### src/rtl/port_out_fifo_bridge.sv
// Bridges a CPU output-port pair (data byte + strobe/control byte) into a
// first-word-fall-through FIFO with a valid/ready consumer interface.
// A status byte {ovf, full, empty, 0, count[3:0]} is returned for polling.
module port_out_fifo_bridge #(
    parameter int unsigned DEPTH = 8,
    parameter int unsigned AW    = 3
) (
    input  logic       clk,
    input  logic       reset,
    input  logic [7:0] wr_data,
    input  logic [7:0] wr_ctrl,
    output logic [7:0] status,
    output logic [7:0] m_data,
    output logic       m_valid,
    input  logic       m_ready,
    output logic       ovf
);

    localparam logic [AW:0] FULL_COUNT = (AW+1)'(DEPTH);

    logic [7:0]    mem [DEPTH];
    logic [AW-1:0] rd_ptr_q, rd_ptr_d;
    logic [AW-1:0] wr_ptr_q, wr_ptr_d;
    logic [AW:0]   count_q, count_d;
    logic          ovf_q, ovf_d;
    logic [1:0]    ctrl_prev_q;

    logic push_req, clr_req, pop, full, empty, do_push, overflow;
    logic [4:0] count_ext;

    assign push_req = wr_ctrl[0] & ~ctrl_prev_q[0];
    assign clr_req  = wr_ctrl[1] & ~ctrl_prev_q[1];
    assign full     = (count_q == FULL_COUNT);
    assign empty    = (count_q == '0);
    assign pop      = ~empty & m_ready;
    // A push into a full FIFO is only accepted if a pop frees a slot this cycle.
    assign do_push  = push_req & (~full | pop);
    assign overflow = push_req & full & ~pop;

    // Next-state for pointers, fill count and sticky overflow.
    always_comb begin
        rd_ptr_d = rd_ptr_q;
        wr_ptr_d = wr_ptr_q;
        count_d  = count_q;
        ovf_d    = ovf_q;
        if (pop) begin
            rd_ptr_d = rd_ptr_q + AW'(1);
        end
        if (do_push) begin
            wr_ptr_d = wr_ptr_q + AW'(1);
        end
        unique case ({do_push, pop})
            2'b10:   count_d = count_q + (AW+1)'(1);
            2'b01:   count_d = count_q - (AW+1)'(1);
            default: count_d = count_q;
        endcase
        // Set wins over clear when both happen in one cycle.
        if (overflow) begin
            ovf_d = 1'b1;
        end else if (clr_req) begin
            ovf_d = 1'b0;
        end
    end

    // Control state register; ctrl_prev still tracks wr_ctrl during reset so a
    // strobe held across reset release does not look like a rising edge.
    always_ff @(posedge clk) begin
        ctrl_prev_q <= wr_ctrl[1:0];
        if (reset) begin
            rd_ptr_q <= '0;
            wr_ptr_q <= '0;
            count_q  <= '0;
            ovf_q    <= 1'b0;
        end else begin
            rd_ptr_q <= rd_ptr_d;
            wr_ptr_q <= wr_ptr_d;
            count_q  <= count_d;
            ovf_q    <= ovf_d;
        end
    end

    // Storage array; contents are not cleared by reset.
    always_ff @(posedge clk) begin
        if (!reset && do_push) begin
            mem[wr_ptr_q] <= wr_data;
        end
    end

    // Outputs are driven only from registered state.
    always_comb begin
        count_ext = 5'(count_q);
        status    = {ovf_q, full, empty, 1'b0, count_ext[3:0]};
        m_data    = mem[rd_ptr_q];
        m_valid   = ~empty;
        ovf       = ovf_q;
    end

endmodule

### config.mk
export PLATFORM = sky130hd
export DESIGN_NAME = port_out_fifo_bridge
export DESIGN_NICKNAME = d
export VERILOG_FILES = /design/src/rtl/port_out_fifo_bridge.sv
export SDC_FILE = /design/constraint.sdc
export NUM_CORES = 1
export LEC_CHECK = 0
export CAP_MARGIN = 15
export CORE_MARGIN = 2
export CORE_UTILIZATION = 60
export CTS_CLUSTER_SIZE = 28
export DETAILED_ROUTE_END_ITERATION = 8
export GPL_TIMING_DRIVEN = 0
export PLACE_DENSITY = 0.84
export SETUP_SLACK_MARGIN = 0.4
export SYNTH_ARGS = -nofsm -noshare
export SYNTH_HDL_FRONTEND = slang
export SYNTH_SLANG_ARGS = --single-unit
export TNS_END_PERCENT = 5
### constraint.sdc
create_clock -name clk -period 8.4 [get_ports clk]
set_input_delay 0.84 -clock clk [delete_from_list [all_inputs] [get_ports clk]]
set_output_delay 0.84 -clock clk [all_outputs]
set_load 0.01 [all_outputs]
==> metrics.md, run 1 <==
| Metric | Value |
|---|---|
| Status | `finished clean` |
| Avg Cell Area, Syn | `16.72 sq um` |
| Root Driver | `clkbuf_8` |
| First-pass GRT wire length | `9397 um` |
| Die Span X | `78.47 um` |
| Pre-antenna DRT Iters | `4` |
| Clk pin slew, worst setup/hold paths | `0.07 ns` |
| Longest Clk Path Bufs | `2` |
| Num Clock Sinks | `80` |
| WHS Path Cells | `2` |
| N_diodes | `0` |
| Unrepaired setup endpoints after global routing | `false` |
| Row count | `27` |
| Headroom to the max-slew limit | `40.36%` |
| Dpl hpwl | `4081 um` |
| Leakage | `0.001316 uW` |
| Arrival @ worst endpoint | `2.76 ns` |
| Initial Util | `61.17%` |
| Vias in the first global route | `1832` |
| Final core occ | `72.19%` |
| Mapped Cells | `199` |
| Max Slew Vio Count | `0` |
| Die Y | `78.47 um` |
| Placed insts | `303` |
| Final Routed Wirelength | `6044 um` |
| Worst Hold End | `rd_ptr_q[1]` |
| Global-route usage over all layers | `21.56%` |
| Critical Path RT | `7.56 ns` |
| Crit Path Max Fanout | `10` |
| Min-delay src | `rd_ptr_q[1]` |
| Num ports | `37` |
| TritonCTS clock tree | `yes` |
| Fmax | `277.4 MHz` |
| Final setup fails | `0` |
| Max-cap viol count | `0` |
| CP startpoint kind | `flop` |
| Setup TNS after final layout | `0 ns` |
| Final period utilization | `42.91%` |
| Vias | `1816` |
| Reg2reg start | `count_q[0]` |
| H-Tree Depth | `3` |
| ANT nets after route | `0` |
| Vias per inst | `5.693` |
| Worst Skew | `0.008721 ns` |
| Syn_nets | `221` |
| Area contributors post-synth | `edfxtp_1 58%, mux4_2 11%, dfxtp_1 9.6%, mux2_2 3.0%, nor2_1 1.8%` |
| Worst-skew pair later-pin latency | `0.34 ns` |
| Yosys top cell by area | `edfxtp_1` |
| Die area | `6157 sq um` |
| Initial antenna violation count | `0` |
| Initial DRC Count | `163` |
| Largest net degree at the start of global routing | `14` |
| Netlist Area Pre-Place | `3327 sq um` |
| Critical path class | `flop to output port` |
| Yosys top cell area share | `57.77%` |
| Crit path capture type | `output port` |
| # resized after CTS | `0` |
| Min Clock Period, post-route | `3.605 ns` |
| Worst R2R End | `count_q[2]` |
| Synth unique cells | `45` |
| DRC violations left | `0` |
| Fin nets | `264` |
| Total gr overflow | `0` |
| Synthesis-to-finish area growth | `18.01%` |
| CORE AREA | `5439 sq um` |
| GP Congestion | `0.7729` |
| Worst VDD drop | `202.7 uV` |
| Finished Layout Cells | `319` |
| R2r worst-path depth | `9` |
| Cts bufs inserted | `9` |
| Hold Vio Cnt, Final | `0` |
| R2R setup slack | `5.55 ns` |
| Register bit total from synthesis | `80` |
| Layout cells sized above 1 | `25.51%` |
| Tightest Pin Transition | `0.8914 ns` |
| HP Class | `flop to flop` |
| Wire per inst | `18.95 um` |
| Hold-fix buffers, CTS | `0` |
| Total number of yosys warnings | `0` |
| Setup bufs post-CTS | `0` |
| PwrDens | `261.9 nW/um^2` |
| Register area share after synthesis | `67.39%` |
| Port Buffer Count | `28` |
per-layer routing:
| layer | vias up | track usage (%) | routed length (um) |
|---|---|---|---|
| li1 | 856 | - | - |
| met1 | 906 | 27.24 | 2613 |
| met2 | 42 | 35.78 | 3085 |
| met3 | 12 | 4.253 | 203 |
| met4 | 0 | 10.88 | 141 |
| met5 | - | 0 | 0 |
cells in the mapped netlist, drive strengths merged:
cell	count
o211ai	3
mux2	10
buf	11
clkinv	1
nor2b	3
inv	2
a21oi	6
edfxtp	64
nor3	5
nor2	16
nand2b	1
and4bb	1
a31oi	1
nor4b	1
mux2i	2
mux4	16
conb	1
o21ai	2
or3	1
nand2	5
a311o	1
and3	2
xnor2	2
or4	1
dfxtp	16
o21bai	1
nand3	4
ha	3
a211oi	1
nand3b	1
or4b	2
nor4	1
clkbuf	5
nor3b	2
xor2	5
flip-flops by register name, summed over array words and instances (netlist names), named ones only:
signal       flops
count_q          4
ctrl_prev_q      2
mem             64
ovf              1
rd_ptr_q         3
wr_ptr_q         3
placed cells by master, fill, tap and decap left out, types with 2 or more instances in the layout:
cell type / synthesis / routed
o211ai_1: 2 / 2
mux2_2: 9 / 9
nand3_1: 3 / 3
inv_1: 2 / 2
buf_1: 2 / 2
nor3b_1: 2 / 2
nand2_1: 5 / 5
dfxtp_1: 16 / 16
nor2_1: 16 / 16
ha_1: 3 / 3
clkdlybuf4s50_1: 0 / 28
a21oi_1: 6 / 6
mux4_2: 16 / 16
edfxtp_1: 64 / 64
buf_4: 4 / 6
nor3_1: 5 / 4
clkbuf_1: 4 / 8
clkbuf_8: 0 / 10
xor2_1: 5 / 5
buf_6: 2 / 2
mux2i_1: 2 / 2
buf_2: 3 / 5
xnor2_1: 2 / 2
nor2b_1: 3 / 3
final cells by class:
type / count / area (sq um)
well taps: 72 / 90.09
repair buffers: 32 / 305.3
clock inverters: 1 / 8.758
fillers: 331 / 1513
flip-flops and latches: 80 / 2242
inverters: 3 / 16.27
multi-input cells: 100 / 991.0
plain buffers: 16 / 95.09
clock buffers: 15 / 177.7
cell families (layout without fill, tap and decap cells):
family | Yosys count | count (layout) | share of synthesized area [%]
buf+inv | 19 | 67 | 3.347
flops | 80 | 80 | 67.39
compound gates | 15 | 15 | 3.310
fa+ha+maj | 3 | 3 | 1.128
simple gates | 46 | 46 | 8.048
mux | 28 | 28 | 14.82
other cells | 1 | 1 | 0.1127
xor+xnor | 7 | 7 | 1.843
where the power goes:
part	switching, uW	internal [uW]	leakage (uW)
Sequential	17.1	443	0.000707
Combinational	131	176	0.000516
Clock	126	135	0.0000935
stage by stage:
step / setup WS (ns) / hold slack [ns] / area [sq um] / total power [uW]
after floorplan: 5.557 / 0.4541 / 3327 / 673.3
after global placement: 4.194 / 0.4752 / 3697 / 767.9
after detailed placement: 4.738 / 0.4786 / 3740 / 775.1
after CTS: 4.766 / 0.4895 / 3926 / 1033
after global routing: 4.652 / 0.5389 / 3926 / 1071
final: 4.795 / 0.4833 / 3926 / 1028
how the worst max path moves through the flow:
stage	cells past startpoint	to	slack [ns]	startpoint
final	5	m_data[0]	4.80	flop
after global routing	5	m_data[0]	4.65	flop
after CTS	5	m_data[0]	4.77	flop
after detailed placement	9	count_q[2]	4.74	m_ready
after global placement	4	mem[0][3]	4.19	m_ready
after floorplan	8	count_q[2]	5.56	m_ready
worst max-delay path: stages, from the launching register on:
cell,delay [ns]
dfxtp_1,0.31
clkbuf_1,0.40
clkbuf_1,0.55
mux4_2,0.40
mux2_2,0.28
clkdlybuf4s50_1,0.48
(Power assumes the default switching activity.)
==> run 2, diff against run 1 <==
- CORE_UTILIZATION: 60 -> 55
- PLACE_DENSITY: 0.84 -> 0.78
- clock period: 8.4 -> 3.7 ns (I/O delays scaled with it)
==> run 2 against run 1 <==
  * Register-to-register slack worse by 4.7 ns
  * Sequential share of layout area shrank 0.33 points
  * Clock power rose to 2.5 times the previous value
  * Die area increased by 8.6%
  * Power increased by 130%
  * Final cell count is 0.63% higher
  * Critical endpoint is now m_data[1]
  * Largest power group unchanged
==> metrics.md, run 2 (same netlist as run 1, synthesis figures left out) <==
| Metric | Value |
|---|---|
| Status | `finished clean (unchanged)` |
| First-pass GRT wire length | `9666 um (was 9397 um)` |
| Vias in the first global route | `1901 (was 1832)` |
| Final Cell Area | `3949 sq um (was 3926 sq um)` |
| H-Tree Depth | `3 (unchanged)` |
| Worst Skew | `0.01199 ns (was 0.008721 ns)` |
| Vias | `1831 (was 1816)` |
| Final setup fails | `0 (unchanged)` |
| Die Y | `81.78 um (was 78.47 um)` |
| Cell family with most CP delay | `buffers and inverters (unchanged)` |
| Critical path class | `flop to output port (unchanged)` |
| Vias per inst | `5.704 (was 5.693)` |
| Port Buffer Count | `28 (unchanged)` |
| Worst setup margin | `0.5470 ns (was 4.795 ns)` |
| Worst path cell trace | `clkbuf_1 > clkbuf_1 > mux4_2 > mux2_2 > clkdlybuf4s50_1 (unchanged)` |
| Pre-antenna DRT Iters | `4 (unchanged)` |
| Arrival @ worst endpoint | `2.78 ns (was 2.76 ns)` |
| Hold Slack | `0.4906 ns (was 0.4833 ns)` |
| Global-route usage over all layers | `20.77% (was 21.56%)` |
| Setup bufs post-CTS | `0 (unchanged)` |
| CP peak stage delay | `0.58 ns (was 0.55 ns)` |
| Total gr overflow | `0 (unchanged)` |
| Longest Clk Path Bufs | `2 (unchanged)` |
| Synthesis-to-finish area growth | `18.69% (was 18.01%)` |
| Post-place setup slack | `0.5020 ns (was 4.738 ns)` |
| Leakage | `0.001326 uW (was 0.001316 uW)` |
| CP startpoint kind | `flop (unchanged)` |
| ANT nets after route | `0 (unchanged)` |
| Dpl hpwl | `4028 um (was 4081 um)` |
| Finished Layout Cells | `321 (was 319)` |
| Worst-skew pair later-pin latency | `0.34 ns (about the same)` |
| Fmax | `317.2 MHz` |
| Unrepaired setup endpoints after global routing | `false (unchanged)` |
| Most frequent CP cell | `clkbuf_1 (unchanged)` |
| Crit Path Max Fanout | `10 (unchanged)` |
| Fin nets | `265 (was 264)` |
| Critical Path RT | `3.33 ns (was 7.56 ns)` |
| Max-cap viol count | `0 (unchanged)` |
| N_diodes | `0 (unchanged)` |
| Die Span X | `81.78 um (was 78.47 um)` |
| Initial Util | `56.53% (was 61.17%)` |
| Num ports | `37 (unchanged)` |
| Slowest CP cell | `clkbuf_1 (unchanged)` |
| Setup TNS after final layout | `0 ns (unchanged)` |
| Max FFs per register | `64 (unchanged)` |
| PwrDens | `606.4 nW/um^2 (was 261.9 nW/um^2)` |
| Worst VDD drop | `469.8 uV (was 202.7 uV)` |
| Root Driver | `clkbuf_8 (unchanged)` |
| Crit path capture type | `output port (unchanged)` |
| Placed insts | `307 (was 303)` |
| Final period utilization | `85.22%` |
| Leading cell type in the layout, fill and taps excluded | `edfxtp_1 (unchanged)` |
| Die area | `6687 sq um (was 6157 sq um)` |
| HP Class | `input port to flop (was flop to flop)` |
| Max Slew Vio Count | `0 (unchanged)` |
| Clk pin slew, worst setup/hold paths | `0.07 ns (about the same)` |
| TritonCTS clock tree | `yes (unchanged)` |
| Largest registers | `mem: 64 flops, count_q: 4 flops (unchanged)` |
| Initial antenna violation count | `0 (unchanged)` |
| Final Routed Wirelength | `6112 um (was 6044 um)` |
| Most frequent cells in the layout | `64 x edfxtp_1, 28 x clkdlybuf4s50_1, 16 x mux4_2, 16 x nor2_1, 16 x dfxtp_1 (unchanged)` |
| Headroom to the max-slew limit | `38.07% (was 40.36%)` |
| Hold-fix buffers, CTS | `0 (unchanged)` |
| Largest net degree at the start of global routing | `13 (was 14)` |
| Post-DP Area | `3749 sq um (was 3740 sq um)` |
| Min Clock Period, post-route | `3.153 ns` |
| DRC violations left | `0 (unchanged)` |
| Initial DRC Count | `87 (was 163)` |
| Cts bufs inserted | `9 (unchanged)` |
| Num Clock Sinks | `80 (unchanged)` |
| Wire per inst | `19.04 um (was 18.95 um)` |
| Most flops, register | `mem (unchanged)` |
| Buf/Inv on CP | `3 (unchanged)` |
| Layout cells sized above 1 | `25.61% (was 25.51%)` |
| CORE AREA | `5886 sq um (was 5439 sq um)` |
| Hold Vio Cnt, Final | `0 (unchanged)` |
| Tightest Pin Transition | `0.9255 ns (was 0.8914 ns)` |
| Row count | `28 (was 27)` |
| # resized after CTS | `0 (unchanged)` |
| GP Congestion | `0.7840 (was 0.7729)` |
-- run 2: final cells by class --
cell class	instances	area [sq um]
flip-flops and latches	80	2242
fillers	440	1937
multi-input cells	100	985.9
repair buffers	33	315.3
clock buffers	11	131.4
plain buffers	16	95.09
well taps	75	93.84
clock inverters	3	68.82
inverters	3	16.27
-- run 2: worst paths after layout --
kind	to	start	slack, ns	cells after the start
max	m_data[1]	flop	0.55	5
min	count_q[2]	reset	0.49	3
max reg2reg	count_q[2]	count_q[0]	0.87	9
min reg2reg	flop	rd_ptr_q[1]	0.49	2
-- run 2: routing by layer --
layer / vias to the layer above / wire, um / track usage [%]
met5: - / 0 / 0
met1: 914 / 2478 / 25.47
met3: 10 / 323 / 4.396
met4: 0 / 121 / 10.50
li1: 852 / - / -
met2: 55 / 3189 / 34.88
-- run 2: where the power goes --
part	internal, uW	switching [uW]
combinational	400	292
clock	374	286
sequential	1010	37.1
-- run 2: worst register-to-register path: stages (launching register included) --
cell and delay (ns):
dfxtp_1 0.42, or4_4 0.58, buf_6 0.15, nand2_1 0.14, nor2_1 0.07, xor2_1 0.15, ha_1 0.22, or4b_1 0.54
o211ai_2 0.15, mux2_1 0.32
-- run 2: through the flow --
stage | power (uW) | utilization [%]
after global placement | 1746 | 62.88
after CTS | 2414 | 67.09
final | 2395 | 67.09
after detailed placement | 1761 | 63.69
after floorplan | 1529 | -
after global routing | 2511 | 67.09
